[src/rtl/uart_tx_param.sv]
// Parametrised UART transmitter with integrated baud timer.
// Frame: start, DATA_BITS data (LSB first), optional parity, STOP_BITS stop bits.
module uart_tx_param #(
  parameter int unsigned CLKS_PER_BIT = 868,
  parameter int unsigned DATA_BITS    = 8,
  parameter int unsigned PARITY       = 0,
  parameter int unsigned STOP_BITS    = 1
) (
  input  logic                 i_clk,
  input  logic                 i_rst,
  input  logic [DATA_BITS-1:0] i_data,
  input  logic                 i_valid,
  output logic                 o_ready,
  output logic                 o_tx,
  output logic                 o_busy,
  output logic                 o_done
);

  if (CLKS_PER_BIT < 2) begin : g_bad_cpb
    $error("CLKS_PER_BIT must be >= 2");
  end
  if (DATA_BITS < 5 || DATA_BITS > 9) begin : g_bad_db
    $error("DATA_BITS must be 5..9");
  end
  if (PARITY > 2) begin : g_bad_par
    $error("PARITY must be 0, 1 or 2");
  end
  if (STOP_BITS < 1 || STOP_BITS > 2) begin : g_bad_stop
    $error("STOP_BITS must be 1 or 2");
  end

  localparam int unsigned CntW = $clog2(CLKS_PER_BIT);
  localparam logic [CntW-1:0] CntLast = CntW'(CLKS_PER_BIT - 1);
  localparam logic [3:0] DataLast = 4'(DATA_BITS - 1);
  localparam logic [3:0] StopLast = 4'(STOP_BITS - 1);

  typedef enum logic [2:0] {StIdle, StStart, StData, StParity, StStop} state_e;

  state_e               state_q, state_d;
  logic [CntW-1:0]      cnt_q, cnt_d;
  logic [3:0]           idx_q, idx_d;
  logic [DATA_BITS-1:0] shift_q, shift_d;
  logic                 par_q, par_d;
  logic                 done_q, done_d;
  logic                 bit_end;

  assign bit_end = (cnt_q == CntLast);

  always_comb begin
    state_d = state_q;
    cnt_d   = cnt_q + 1'b1;
    idx_d   = idx_q;
    shift_d = shift_q;
    par_d   = par_q;
    done_d  = 1'b0;
    unique case (state_q)
      StIdle: begin
        cnt_d = '0;
        idx_d = '0;
        if (i_valid) begin
          state_d = StStart;
          shift_d = i_data;
          par_d   = (PARITY == 1) ? ~^i_data : ^i_data;
        end
      end
      StStart: begin
        if (bit_end) begin
          cnt_d   = '0;
          idx_d   = '0;
          state_d = StData;
        end
      end
      StData: begin
        if (bit_end) begin
          cnt_d   = '0;
          shift_d = shift_q >> 1;
          if (idx_q == DataLast) begin
            idx_d   = '0;
            state_d = (PARITY != 0) ? StParity : StStop;
          end else begin
            idx_d = idx_q + 4'd1;
          end
        end
      end
      StParity: begin
        if (bit_end) begin
          cnt_d   = '0;
          idx_d   = '0;
          state_d = StStop;
        end
      end
      StStop: begin
        if (bit_end) begin
          cnt_d = '0;
          if (idx_q == StopLast) begin
            idx_d   = '0;
            state_d = StIdle;
            done_d  = 1'b1;
          end else begin
            idx_d = idx_q + 4'd1;
          end
        end
      end
      default: state_d = StIdle;
    endcase
  end

  always_ff @(posedge i_clk) begin
    if (i_rst) begin
      state_q <= StIdle;
      cnt_q   <= '0;
      idx_q   <= '0;
      shift_q <= '0;
      par_q   <= 1'b0;
      done_q  <= 1'b0;
    end else begin
      state_q <= state_d;
      cnt_q   <= cnt_d;
      idx_q   <= idx_d;
      shift_q <= shift_d;
      par_q   <= par_d;
      done_q  <= done_d;
    end
  end

  always_comb begin
    o_tx = 1'b1;
    unique case (state_q)
      StStart:  o_tx = 1'b0;
      StData:   o_tx = shift_q[0];
      StParity: o_tx = par_q;
      default:  o_tx = 1'b1;
    endcase
  end

  assign o_ready = (state_q == StIdle);
  assign o_busy  = (state_q != StIdle);
  assign o_done  = done_q;

endmodule

[config.mk]
export PLATFORM = sky130hd
export DESIGN_NAME = uart_tx_param
export DESIGN_NICKNAME = d
export VERILOG_FILES = /design/src/rtl/uart_tx_param.sv
export SDC_FILE = /design/constraint.sdc
export NUM_CORES = 1
export LEC_CHECK = 0
export ABC_AREA = 1
export CORE_ASPECT_RATIO = 0.5
export CORE_MARGIN = 5
export CORE_UTILIZATION = 50
export CTS_CLUSTER_DIAMETER = 100
export DETAILED_ROUTE_END_ITERATION = 10
export DONT_BUFFER_PORTS = 1
export HOLD_SLACK_MARGIN = 0.15
export PLACE_DENSITY = 0.74
export SKIP_LAST_GASP = 1
export SLEW_MARGIN = 10
export SYNTH_ARGS = -nofsm -noshare
export SYNTH_HDL_FRONTEND = slang
export SYNTH_SLANG_ARGS = --single-unit
[constraint.sdc]
create_clock -name i_clk -period 5.1 [get_ports i_clk]
set_clock_uncertainty 0.2 [all_clocks]
set_input_delay 0.255 -clock i_clk [delete_from_list [all_inputs] [get_ports i_clk]]
set_output_delay 0.255 -clock i_clk [all_outputs]
set_load 0.01 [all_outputs]
==> Implementation_results.wiki <==
{| class="wikitable"
! Metric !! Value
|-
| Status || finished clean
|-
| Min Clock Period, post-route || 1.79 ns
|-
| CTS tree || done
|-
| Unrepaired setup endpoints after global routing || no
|-
| Final Cycle Share || 35.1%
|-
| Vias after detailed routing || 1413
|-
| Number of primary I/O pins || 15
|-
| Arr. time, crit path || 1.76 ns
|-
| Clock network latency to the later pin of the worst-skew pair || 0.27 ns
|-
| Max-Cap Viols || 0
|-
| Crit path setup slack, layout || 3.31 ns
|-
| Core box area || 0.00300 mm^2
|-
| Die H || 49.5 um
|-
| Fraction of post-synthesis cell area in the top cell type by area || 34.7%
|-
| Die boundary width || 88.9 um
|-
| Cell variety after synth || 27
|-
| Total global routing overflow || 0
|-
| Worst setup path class || flip-flop to flip-flop
|-
| Most area-hungry cell type in the Yosys netlist || dfxtp_1
|-
| CP Max Fanout || 9
|-
| Top post-synthesis cells by area || dfxtp_1 (35%), nand2_1 (17%), nor2_1 (9.4%), inv_1 (4.3%), xnor2_1 (3.9%)
|-
| Remaining max-slew budget at the tightest pin || 71.7%
|-
| Count of mapped cells out of synthesis || 230
|-
| Largest net degree at the start of global routing || 16
|-
| Clock sink total || 27
|-
| Diode insertion count for antenna repair || 0
|-
| Static power due to leakage || 0.765 nW
|-
| Worst Tran Pin Value || 0.423 ns
|-
| Data required, critical path || 5.07 ns
|-
| Clock transition at the register clock pins on the worst setup and hold paths after CTS || 0.09 ns
|-
| Core utilization of the finished layout || 57.6%
|-
| All-Layer GR Usage || 15.3%
|-
| CTS Buffer Depth || 2
|-
| HPWL reported at the end of detailed placement || 2250 um
|-
| Synth Register Bits || 27
|-
| Layout cells sized above 1 || 8.71%
|-
| Endpoints failing setup || 0
|-
| Post-Syn Nets || 244
|-
| First-iteration detailed-routing DRC count || 124
|-
| Final Hold Violating Endpoints || 0
|-
| Placement-stage cell area || 0.00158 mm^2
|-
| Post-Layout Inst Area || 0.00172 mm^2
|-
| Number of search-and-repair iterations in the first detailed-routing pass || 4
|-
| Total CTS buffers || 3
|-
| Post-Syn Area || 0.00156 mm^2
|-
| Peak Freq || 0.558 GHz
|-
| Fill cells || 291
|-
| Number of non-filler instances in the completed layout || 281
|-
| Die area || 0.00440 mm^2
|-
| Number of placed instances with taps included || 267
|-
| Area grow syn2layout || 10.8%
|-
| Buffers added on ports || 0
|-
| Master cell of the clock root buffer || clkbuf_8
|-
| Antenna violations before repair || 0
|-
| Post-detailed-route via-to-cell ratio || 5.03
|-
| Pwr Density || 474 mW/mm^2
|-
| Wire length of the first global-routing pass || 5410 um
|-
| Placement Setup Slack || 3.32 ns
|-
| Number of levels in the clock H-tree || 1
|-
| Sequential share of the synthesized area || 34.7%
|-
| RePlAce Congestion || 0.889
|-
| Capturing element type of the critical path || flip-flop
|-
| Row cnt || 14
|-
| Slew Limit Fails || 0
|-
| Routed length per placed instance || 11.0 um
|-
| Startpoint kind of the worst setup timing path || flip-flop
|-
| Remaining routing DRC violations || 0
|-
| Layout Nets || 256
|-
| Yosys synthesis warning count || 0
|-
| Via count of the first global-routing pass || 1312
|-
| Worst min path class || input pin to flip-flop
|-
| Maximum ir drop on the vdd rail || 0.187 mV
|-
| Initial Util || 52.0%
|-
| Detail Route Antenna Nets || 0
|-
| Wire length reported by the detailed router || 3100 um
|-
| Syn_area_per_cell || 6.77 um^2
|-
| Post-Route Setup TNS || 0 ns
|}
## worst paths after layout
check / from / endpoint / slack, ns / cells after the start
setup reg to reg: cnt_q[0]$_SDFF_PP0_ / shift_q[7]$_SDFFE_PP0P_ / 3.31 / 8
hold reg to reg: cnt_q[4]$_SDFF_PP0_ / cnt_q[4]$_SDFF_PP0_ / 0.27 / 2
setup / recovery: cnt_q[0]$_SDFF_PP0_ / shift_q[7]$_SDFFE_PP0P_ / 3.31 / 8
hold / removal: i_rst / idx_q[3]$_SDFFE_PP0P_ / 0.16 / 3
## area by class of cell
type	instances	area, um^2	share of cell area [%]
repair buffers	10	100	5.81
flip-flops and latches	27	541	31.3
multi-input cells	178	906	52.5
inverters	22	82.6	4.79
well taps	40	50.0	2.90
clock buffers	4	45.0	2.61
## layout by cell type (no fill, tap or decap), types with 2 or more instances in the layout
master,instances
dlygate4sd3_1,10
xor2_1,6
a22oi_1,2
nand2_1,71
nor2_4,2
nand3_1,11
clkbuf_8,3
nor2_2,3
a21oi_1,7
nand2_2,4
nor2_1,39
inv_2,4
ha_1,3
o21ai_0,10
dfxtp_1,27
inv_1,18
xnor2_1,7
nand4_1,4
## cells by family (layout without fill, tap and decap cells)
logic type / Yosys count / after routing / synth area share [%]
simple gates: 140 / 140 / 40.0
flops: 27 / 27 / 34.7
buf+inv: 25 / 36 / 7.07
compound gates: 22 / 22 / 8.44
xor+xnor: 13 / 13 / 7.32
fa+ha+maj: 3 / 3 / 2.41
## synth_stat cells
master	n
a21oi_1	7
a21oi_4	1
a22oi_1	2
buf_2	1
buf_6	2
dfxtp_1	27
ha_1	3
inv_1	18
inv_2	4
nand2_1	71
nand2_2	4
nand3_1	11
nand3_2	1
nand3_4	1
nand4_1	4
nand4_2	1
nor2_1	39
nor2_2	3
nor2_4	2
nor3_1	1
nor3b_2	1
nor4_1	1
o211ai_1	1
o21a_1	1
o21ai_0	10
xnor2_1	7
xor2_1	6
## power by group
part / leakage [nW] / switching [mW] / internal [mW]
Combinational: 0.521 / 0.262 / 0.127
Sequential: 0.221 / 0.0455 / 0.265
Clock: 0.0228 / 0.0628 / 0.0559
## state kept, by name, indices dropped and copies added (netlist names)
register	flops
cnt_q	10
shift_q	8
par_q	1
state_q	3
idx_q	4
o_done	1
## through the flow
step | hold slack, ns | power, mW
floorplan | 0.124 | 0.627
global placement | 0.127 | 0.684
detailed placement | 0.126 | 0.692
CTS | 0.151 | 0.820
global route | 0.188 | 0.902
finish | 0.159 | 0.818
## worst max-delay path: stages (launching register included)
cell and delay (ns):
dfxtp_1 0.43, ha_1 0.27, nand2_2 0.09, nor2_4 0.14, nand3_4 0.11, a21oi_4 0.27, nand2_1 0.08, nand2_1 0.06
nor2_1 0.04
## what timing repair did
item                       4_1_cts  5_1_grt
resized for setup                0        0
setup buffers                    0        0
hold endpoints to repair        12        0
hold buffers                    10        0
setup endpoints to repair        0        0
## per-layer routing
layer / GRT usage [%] / up-vias / part of all wire, % / routed length [um]
met3: 4.49 / 4 / 5.8 / 181
met1: 18.0 / 634 / 45 / 1400
met5: 0 / - / 0 / 0
met2: 27.8 / 30 / 48 / 1500
li1: - / 745 / - / -
met4: 2.26 / 0 / 0.45 / 14
No activity file was read; power rests on OpenSTA's default activity.
